==> config.mk <==
export PLATFORM = sky130hd
export DESIGN_NAME = rope_collision_controller
export DESIGN_NICKNAME = d
export VERILOG_FILES = /design/src/rtl/rope_pkg.sv /design/src/rtl/rope_hit_tracker.sv /design/src/rtl/rope_collision_controller.sv
export SDC_FILE = /design/constraint.sdc
export NUM_CORES = 1
export LEC_CHECK = 0
export ABC_AREA = 1
export CAP_MARGIN = 0
export CELL_PAD_IN_SITES_DETAIL_PLACEMENT = 1
export CELL_PAD_IN_SITES_GLOBAL_PLACEMENT = 2
export CORE_ASPECT_RATIO = 0.8
export CORE_MARGIN = 5
export CORE_UTILIZATION = 21
export CTS_BUF_LIST = sky130_fd_sc_hd__clkbuf_8
export DETAILED_ROUTE_END_ITERATION = 16
export HOLD_SLACK_MARGIN = 0.02
export PLACE_DENSITY = 0.82
export SKIP_CTS_REPAIR_TIMING = 1
export SLEW_MARGIN = 25
export SYNTH_ARGS = -nofsm -noshare
export SYNTH_HDL_FRONTEND = slang
export SYNTH_SLANG_ARGS = --single-unit
==> constraint.sdc <==
create_clock -name clk -period 1.8 [get_ports clk]
set_input_delay 0.27 -clock clk [delete_from_list [all_inputs] [get_ports clk]]
set_output_delay 0.27 -clock clk [all_outputs]
set_load 0.01 [all_outputs]
==> src/rtl/rope_pkg.sv <==
// Shared constants and types for the rope collision slice.
// Latency: n/a (declarations only).
// Backpressure: n/a.
package rope_pkg;
    localparam int ROPES       = 6;
    localparam int LOCK_FRAMES = 4;
    localparam int SPEED_W     = 32;

    typedef logic signed [SPEED_W-1:0] rope_speed_t;

    typedef enum logic {
        FREE    = 1'b0,
        HOLDING = 1'b1
    } grab_state_t;
endpackage

==> src/rtl/rope_hit_tracker.sv <==
// Per-rope wall/monkey hit accumulation with a wall-bounce lockout counter.
// Latency: evaluation results register on the startOfFrame edge (visible next cycle).
// Backpressure: none; pixel-rate inputs are consumed every cycle, no stall.
module rope_hit_tracker #(
    parameter int LOCK_FRAMES = rope_pkg::LOCK_FRAMES
) (
    input  logic clk,
    input  logic resetN,
    input  logic startOfFrame,
    input  logic ropeDR,
    input  logic monkeyDR,
    input  logic borderDR,
    output logic dirToggle,
    output logic monkeyCollision,
    output logic monkHit
);

    logic       wall_hit;
    logic [3:0] lock_cnt;

    // Accumulate hits during active pixels; the startOfFrame cycle is blanking and starts a new empty frame.
    always_ff @(posedge clk or negedge resetN) begin
        if (!resetN) begin
            wall_hit <= 1'b0;
            monkHit  <= 1'b0;
        end else if (startOfFrame) begin
            wall_hit <= 1'b0;
            monkHit  <= 1'b0;
        end else begin
            wall_hit <= wall_hit | (ropeDR & borderDR);
            monkHit  <= monkHit  | (ropeDR & monkeyDR);
        end
    end

    // Frame evaluation: toggle on an unlocked wall hit and arm the lockout, otherwise count the lockout down.
    always_ff @(posedge clk or negedge resetN) begin
        if (!resetN) begin
            dirToggle       <= 1'b0;
            monkeyCollision <= 1'b0;
            lock_cnt        <= 4'd0;
        end else if (startOfFrame) begin
            monkeyCollision <= monkHit;
            if (wall_hit && (lock_cnt == 4'd0)) begin
                dirToggle <= 1'b1;
                lock_cnt  <= 4'(LOCK_FRAMES);
            end else begin
                dirToggle <= 1'b0;
                if (lock_cnt != 4'd0) begin
                    lock_cnt <= lock_cnt - 4'd1;
                end
            end
        end else begin
            dirToggle <= 1'b0;
        end
    end

endmodule

==> src/rtl/rope_collision_controller.sv <==
// Frame-synchronous rope collision controller: per-rope toggles, monkey collisions, grab select.
// Latency: frame results 1 cycle after startOfFrame; grabSpeed tracks ropeSpeeds 1 cycle late.
// Backpressure: none; all inputs sampled every cycle, outputs are levels/pulses.
module rope_collision_controller #(
    parameter int ROPES       = rope_pkg::ROPES,
    parameter int LOCK_FRAMES = rope_pkg::LOCK_FRAMES,
    parameter int SPEED_W     = rope_pkg::SPEED_W
) (
    input  logic                       clk,
    input  logic                       resetN,
    input  logic                       startOfFrame,
    input  logic [ROPES-1:0]           ropeDR,
    input  logic                       monkeyDR,
    input  logic                       borderDR,
    input  logic [ROPES*SPEED_W-1:0]   ropeSpeeds,
    output logic [ROPES-1:0]           dirToggle,
    output logic [ROPES-1:0]           monkeyCollision,
    output logic                       grabValid,
    output logic [$clog2(ROPES)-1:0]   grabIdx,
    output logic [SPEED_W-1:0]         grabSpeed
);
    import rope_pkg::*;

    localparam int IDX_W = $clog2(ROPES);

    logic [ROPES-1:0]   monk_hit;
    grab_state_t        state_q, state_d;
    logic [IDX_W-1:0]   idx_q, idx_d;
    logic [IDX_W-1:0]   low_idx;
    logic               any_hit;
    logic               held_hit;
    logic [SPEED_W-1:0] sel_speed;

    for (genvar i = 0; i < ROPES; i++) begin : g_rope
        rope_hit_tracker #(
            .LOCK_FRAMES(LOCK_FRAMES)
        ) u_trk (
            .clk             (clk),
            .resetN          (resetN),
            .startOfFrame    (startOfFrame),
            .ropeDR          (ropeDR[i]),
            .monkeyDR        (monkeyDR),
            .borderDR        (borderDR),
            .dirToggle       (dirToggle[i]),
            .monkeyCollision (monkeyCollision[i]),
            .monkHit         (monk_hit[i])
        );
    end

    // Lowest-index priority encoder over this frame's monkey hits.
    always_comb begin
        low_idx = '0;
        any_hit = |monk_hit;
        for (int i = ROPES - 1; i >= 0; i--) begin
            if (monk_hit[i]) begin
                low_idx = IDX_W'(i);
            end
        end
    end

    // Select the held rope's hit flag and speed; a pure mux, sign untouched.
    always_comb begin
        held_hit  = 1'b0;
        sel_speed = '0;
        for (int i = 0; i < ROPES; i++) begin
            if (idx_q == IDX_W'(i)) begin
                held_hit  = monk_hit[i];
                sel_speed = ropeSpeeds[i*SPEED_W +: SPEED_W];
            end
        end
    end

    // Grab arbitration at frame start: a still-touched held rope is sticky, otherwise take the lowest hit or release.
    always_comb begin
        state_d = state_q;
        idx_d   = idx_q;
        if (startOfFrame) begin
            if (!((state_q == HOLDING) && held_hit)) begin
                if (any_hit) begin
                    state_d = HOLDING;
                    idx_d   = low_idx;
                end else begin
                    state_d = FREE;
                    idx_d   = '0;
                end
            end
        end
    end

    // Grab state register and registered speed forward (zero while free).
    always_ff @(posedge clk or negedge resetN) begin
        if (!resetN) begin
            state_q   <= FREE;
            idx_q     <= '0;
            grabSpeed <= '0;
        end else begin
            state_q   <= state_d;
            idx_q     <= idx_d;
            grabSpeed <= (state_q == HOLDING) ? sel_speed : '0;
        end
    end

    assign grabValid = (state_q == HOLDING);
    assign grabIdx   = idx_q;

endmodule

==> metrics.md, run 1 <==
| Metric | Value |
|---|---|
| GP Congestion | 0.8137 |
| Largest family of logic cells by synthesized area | simple AND/OR/NAND/NOR gates |
| DRT Wirelength | 21.62 mm |
| #FFs+latches synth | 84 |
| Arrival @ worst endpoint | 1.45 ns |
| Nets | 1094 |
| Final setup violation count | 0 |
| Maximum vdd drop | 0.3301 mV |
| Max frequency | 583.0 MHz |
| CTS HTree Levels | 3 |
| Slowest Stage Delay on Critical Path | 0.63 ns |
| Worst path cell trace | clkdlybuf4s50_1 |
| Hold Vio Cnt, Final | 0 |
| Layout area overhead | 66.31% |
| RSZ-0062 raised after global routing | false |
| Initial DRC count | 155 |
| Total number of vias | 5322 |
| Mean Syn Cell Area | 7.628 um2 |
| Post-synthesis xor/xnor area fraction | 0% |
| CP Class | reg2out |
| IO buf count | 250 |
| CP endpoint kind | primary output |
| Comb power frac | 52.6% |
| Adder-cell share of the synthesized area | 3.105% |
| DRT Pass-1 Iters | 4 |
| Most frequent cells in the layout | clkdlybuf4s50_1, nand2_1, dfrtp_1, a21oi_1, nand3_1 |
| Netlist cell types | 24 |
| Sw Ratio | 39.63% |
| Critical path buffers and inverters | 1 |
| CTS buffer count | 9 |
| ANT nets after route | 0 |
| Placeable Area | 22560 um2 |
| Most common cell after layout, fill and taps aside | clkdlybuf4s50_1 |
| Post-Route Setup TNS | 0 ns |
| Slowest stage cell, crit path | clkdlybuf4s50_1 |
| Initial antenna violation count | 0 |
| Final Max Slew Viols | 0 |
| Post-synthesis simple-gate area fraction | 25.05% |
| TritonCTS clock tree | done |
| LEAKAGE | 3.562 nW |
| Die Ht | 145.7 um |
| Vias in the first global route | 5797 |
| Pint | 5.402 mW |
| Ys Warns | 0 |
| Compound-Gate Fraction of Synth Area | 19.35% |
| Syn_nets | 849 |
| Register share of total power | 31.5% |
| Via density | 4.469 |
| Largest net degree at the start of global routing | 34 |
| Status | finished, final reports clean |
| Overall routing resource usage | 16.25% |
| Hpwl dp | 17.16 mm |
| Initial core utilization | 21.43% |
| Startpoint Class | flop |
| Tcrit/Tclk final | 95.30% |
| Crit-path max FO | 4 |
| Crit-path leading delay family | buffers and inverters |
| Critical Path RT | 1.53 ns |
| Layout cell share with drive strength beyond 1 | 9.050% |
| Worst hold path type | in2async |
| IO Pins | 251 |
| # rows | 49 |
| WHS | 0.3916 ns |
| Worst Tran Pin Value | 0.4922 ns |
| Final min period | 1.715 ns |
| Mux cell area share after synthesis | 0% |
| Register area share after synthesis | 43.47% |
| CTS Buffer Depth | 2 |
| Clk pin slew, worst setup/hold paths | 0.09 ns |
| Final Skew | 0.01408 ns |
| Overflow after GRT | 0 |
| DRC | 0 |
| DIE AREA | 26180 um2 |
| NetSw | 3.546 mW |
| Clock network power share | 15.9% |
| Slew margin rel. | 66.84% |
| First-pass GRT wire length | 33.69 mm |
| CTS root buf | clkbuf_8 |
| Clk_lat worst skew | 0.37 ns |
| Max_cap viols | 0 |
| DIE WIDTH | 179.7 um |
| DR WL/cell | 18.15 um |
| Syn Std Cell Area | 4836 um2 |
| CTS Sinks | 84 |
| Cell count after synthesis | 634 |
| P per Cell Area | 1113 nW/um2 |
-- final timing paths --
check,depth (start not counted),end,start,slack (ns)
hold / removal,2,g_rope[0].u_trk.lock_cnt[3]$_DFFE_PN0P_,resetN,0.39
hold reg to reg,2,g_rope[2].u_trk.lock_cnt[2]$_DFFE_PN0P_,g_rope[2].u_trk.lock_cnt[2]$_DFFE_PN0P_,0.49
min in group clk,2,g_rope[2].u_trk.lock_cnt[2]$_DFFE_PN0P_,g_rope[2].u_trk.lock_cnt[2]$_DFFE_PN0P_,0.49
max in group asynchronous,3,grabSpeed[24]$_DFF_PN0_,resetN,0.85
setup reg to reg,7,grabSpeed[27]$_DFF_PN0_,grabIdx[0]$_DFFE_PN0P_,0.10
setup / recovery,1,grabValid,grabValid$_DFFE_PN0P_,0.08
-- cells in the mapped netlist --
cell type | instances | area share (%)
nand2_1 | 135 | 10
dfrtp_1 | 84 | 43
a21oi_1 | 78 | 8.1
nand3_1 | 63 | 6.5
o21ai_0 | 55 | 5.7
inv_1 | 52 | 4.0
a22oi_1 | 29 | 4.5
clkbuf_1 | 27 | 2.1
or2_2 | 23 | 3.0
nor2_1 | 20 | 1.6
buf_4 | 13 | 2.0
ha_1 | 12 | 3.1
nor3_1 | 7 | 0.72
o22ai_1 | 6 | 0.78
or2_1 | 6 | 0.78
buf_2 | 4 | 0.41
inv_2 | 4 | 0.31
nor3_2 | 4 | 0.83
nor3b_1 | 3 | 0.47
o21ai_1 | 3 | 0.31
buf_1 | 2 | 0.16
nand4_1 | 2 | 0.26
nor2_2 | 1 | 0.13
nor3_4 | 1 | 0.34
-- layout make-up --
cell class	instances	area (um2)
repair buffers	280	2823
clock inverters	7	68.82
diodes	1	2.502
flip-flops and latches	84	2102
multi-input cells	448	2327
fillers	2738	14520
clock buffers	9	123.9
well taps	306	382.9
inverters	56	212.7
-- worst reg2reg max path, stage by stage, from the launching register on --
cell and delay, ns:
dfrtp_1 0.41, inv_2 0.16, nand2_2 0.09, buf_12 0.17, or2_2 0.30, a22oi_1 0.23, buf_4 0.18, a21oi_1 0.06
-- routing by layer --
metal / up-vias / wire [um] / share of wire, % / track usage, %
li1: 2602 / - / - / -
met3: 15 / 1274 / 5.9 / 4.623
met4: 0 / 297 / 1.4 / 3.123
met1: 2569 / 9890 / 46 / 21.62
met5: - / 0 / 0 / 0
met2: 136 / 10150 / 47 / 26.62
-- metrics by stage --
stage / utilization (%) / instance area [um2] / std cells / power, mW / setup WS, ns
final: 35.65 / 8043 / 1191 / 8.949 / 0.08462
after global routing: 35.64 / 8040 / 1190 / 9.729 / 0.002844
after CTS: 35.54 / 8018 / 1189 / 9.122 / -0.09784
after detailed placement: 34.68 / 7825 / 1173 / 7.618 / 0.08074
after global placement: 34.68 / 7825 / 1173 / 7.516 / 0.1293
after floorplan: - / 4836 / 634 / 5.197 / 0.1448
-- flip-flops by register name, summed over array words and instances, names as in the netlist --
name                          flops
grabIdx                           3
g_rope.u_trk.lock_cnt            24
grabSpeed                        32
g_rope.u_trk.dirToggle            6
g_rope.u_trk.monkHit              6
g_rope.u_trk.wall_hit             6
grabValid                         1
g_rope.u_trk.monkeyCollision      6
-- kinds of logic after synthesis --
kind of cell             after synthesis
AND/OR/NAND/NOR                      265
buffers and inverters                102
AO/OA/AOI/OAI                        171
adder cells (fa/ha/maj)               12
flip-flops                            84
-- power groups by stage --
stage                     sequential, mW  combinational (mW)  clock [mW]
after global placement              2.85                4.66           0
after detailed placement            2.86                4.76           0
final                               2.82                4.71        1.42
after global routing                2.90                5.26        1.57
after CTS                           2.83                4.78        1.52
after floorplan                     3.00                2.20           0
Power figures use the tool's default switching activity.
==> run 2: changes to the inputs <==
--- a/config.mk
+++ b/config.mk
@@ -9,7 +9,7 @@
 export CAP_MARGIN = 0
 export CELL_PAD_IN_SITES_DETAIL_PLACEMENT = 1
 export CELL_PAD_IN_SITES_GLOBAL_PLACEMENT = 2
-export CORE_ASPECT_RATIO = 0.8
+export CORE_ASPECT_RATIO = 1.25
 export CORE_MARGIN = 5
 export CORE_UTILIZATION = 21
 export CTS_BUF_LIST = sky130_fd_sc_hd__clkbuf_8
==> run 2 against run 1 <==
  * Register-to-register slack better by 0.07 ns
  * Critical path type unchanged
  * Clock skew grew 0.0020 ns
  * Maximum frequency grew 1.1%
  * Core utilization down 0.66 points
  * Non-clock buffer count fell by 3
  * Hold slack gained 0.026 ns
==> metrics.md, run 2 (synthesized netlist as in run 1, its figures left out) <==
| Metric | Value |
|---|---|
| CTS HTree Levels | 3 |
| Grt met1 use | 16.13% |
| First-pass GRT wire length | 31.64 mm |
| DR WL/cell | 17.43 um |
| Final worst setup slack | 0.1034 ns |
| Layout cell share with drive strength beyond 1 | 9.081% |
| Layout area overhead | 64.99% |
| DIE AREA | 26180 um2 |
| Hpwl dp | 16.36 mm |
| Met3 GRT Util | 4.786% |
| Global route hottest layer | met2 |
| IO Pins | 251 |
| Worst Tran Pin Value | 0.4505 ns |
| Most frequent cells in the layout | clkdlybuf4s50_1, nand2_1, dfrtp_1, a21oi_1, nand3_1 |
| Clk_lat worst skew | 0.38 ns |
| Initial antenna violation count | 0 |
| Startpoint Class | flop |
| # rows | 62 |
| Largest registers | grabSpeed: 32 flops, g_rope.u_trk.lock_cnt: 24 flops |
| Final min period | 1.697 ns |
| Critical Path RT | 1.53 ns |
| Vias in the first global route | 5852 |
| Max reg flops | 32 |
| Tcrit/Tclk final | 94.26% |
| Critical path buffers and inverters | 1 |
| P per Cell Area | 1094 nW/um2 |
| Overflow after GRT | 0 |
| Max_cap viols | 0 |
| Routing usage on met2 | 28.30% |
| CP Class | reg2out |
| Die Ht | 179.7 um |
| Slowest Stage Delay on Critical Path | 0.61 ns |
| Clk pin slew, worst setup/hold paths | 0.09 ns |
| Post-place setup slack | 0.02852 ns |
| ANT nets after route | 0 |
| DRT Pass-1 Iters | 4 |
| Worst hold path type | in2async |
| DRT Wirelength | 20.38 mm |
| Crit-path max FO | 8 |
| Initial DRC count | 138 |
| Status | finished, final reports clean |
| Final Skew | 0.01604 ns |
| CP endpoint kind | primary output |
| Slowest stage cell, crit path | clkdlybuf4s50_1 |
| Slew margin rel. | 69.65% |
| DIE WIDTH | 145.7 um |
| CTS Buffer Depth | 2 |
| GP Congestion | 0.7826 |
| LEAKAGE | 3.515 nW |
| Final Max Slew Viols | 0 |
| Placeable Area | 22810 um2 |
| CTS buffer count | 9 |
| Largest register by flop count | grabSpeed |
| Crit-path leading delay family | buffers and inverters |
| Via density | 4.500 |
| CTS root buf | clkbuf_8 |
| Max frequency | 589.4 MHz |
| Largest net degree at the start of global routing | 56 |
| CTS Sinks | 84 |
| Arrival @ worst endpoint | 1.43 ns |
| N_diodes | 0 |
| Initial core utilization | 21.20% |
| Hold Vio Cnt, Final | 0 |
| Nets | 1091 |
| IO buf count | 250 |
| Maximum vdd drop | 0.4485 mV |
| RSZ-0062 raised after global routing | false |
| Total number of vias | 5261 |
| Worst path cell trace | clkdlybuf4s50_1 |
| WHS | 0.4173 ns |
| Overall routing resource usage | 15.24% |
| Most common cell after layout, fill and taps aside | clkdlybuf4s50_1 |
| TritonCTS clock tree | done |
| DRC | 0 |
| Final setup violation count | 0 |
==> run 2: cell types whose count changed in the layout (fill, tap and decap cells not counted), moves of 3 or more <==
cell     change
buf_4        -3
inv_6        +3
o21ai_0      +3
o21ai_1      -3
==> run 2: final timing paths <==
path | startpoint | endpoint | slack, ns | cells past startpoint
setup / recovery | grabValid$_DFFE_PN0P_ | grabValid | 0.10 | 1
hold / removal | resetN | grabSpeed[4]$_DFF_PN0_ | 0.42 | 3
setup reg to reg | grabIdx[2]$_DFFE_PN0P_ | grabSpeed[12]$_DFF_PN0_ | 0.17 | 6
hold reg to reg | g_rope[4].u_trk.lock_cnt[2]$_DFFE_PN0P_ | g_rope[4].u_trk.lock_cnt[2]$_DFFE_PN0P_ | 0.49 | 2
max in group asynchronous | resetN | grabSpeed[26]$_DFF_PN0_ | 1.06 | 3
min in group clk | g_rope[4].u_trk.lock_cnt[2]$_DFFE_PN0P_ | g_rope[4].u_trk.lock_cnt[2]$_DFFE_PN0P_ | 0.49 | 2
==> run 2: report_power, final <==
group | switching [mW] | leakage, nW | internal [mW]
clock | 0.800 | 0.0935 | 0.551
sequential | 0.298 | 1.07 | 2.54
combinational | 2.37 | 2.35 | 2.17
total | 3.47 | 3.51 | 5.26
==> run 2: layer usage <==
metal  wire (um)  vias up
met2       10630      170
met4         530        0
met3        1499       32
li1            -     2595
met5           0        -
met1        7716     2464
==> run 2: final cells by class <==
type                       count  area, um2
timing repair buffer         277       2795
tap                          288      360.3
fill                        2752      14830
clock buffer                  10      137.6
inverter                      56      210.2
clock inverter                 6      43.79
multi-input combinational    448       2327
sequential                    84       2105
==> run 2: metrics by stage <==
stage | power [mW] | utilization, % | cells | instance area (um2) | TNS (ns)
finish | 8.730 | 34.98 | 1169 | 7979 | 0
global route | 9.521 | 34.98 | 1169 | 7979 | 0
CTS | 8.935 | 34.81 | 1165 | 7939 | -0.07248
detailed placement | 7.517 | 34.01 | 1149 | 7757 | 0
global placement | 7.430 | 34.01 | 1149 | 7757 | 0
floorplan | 5.197 | - | 634 | 4836 | 0
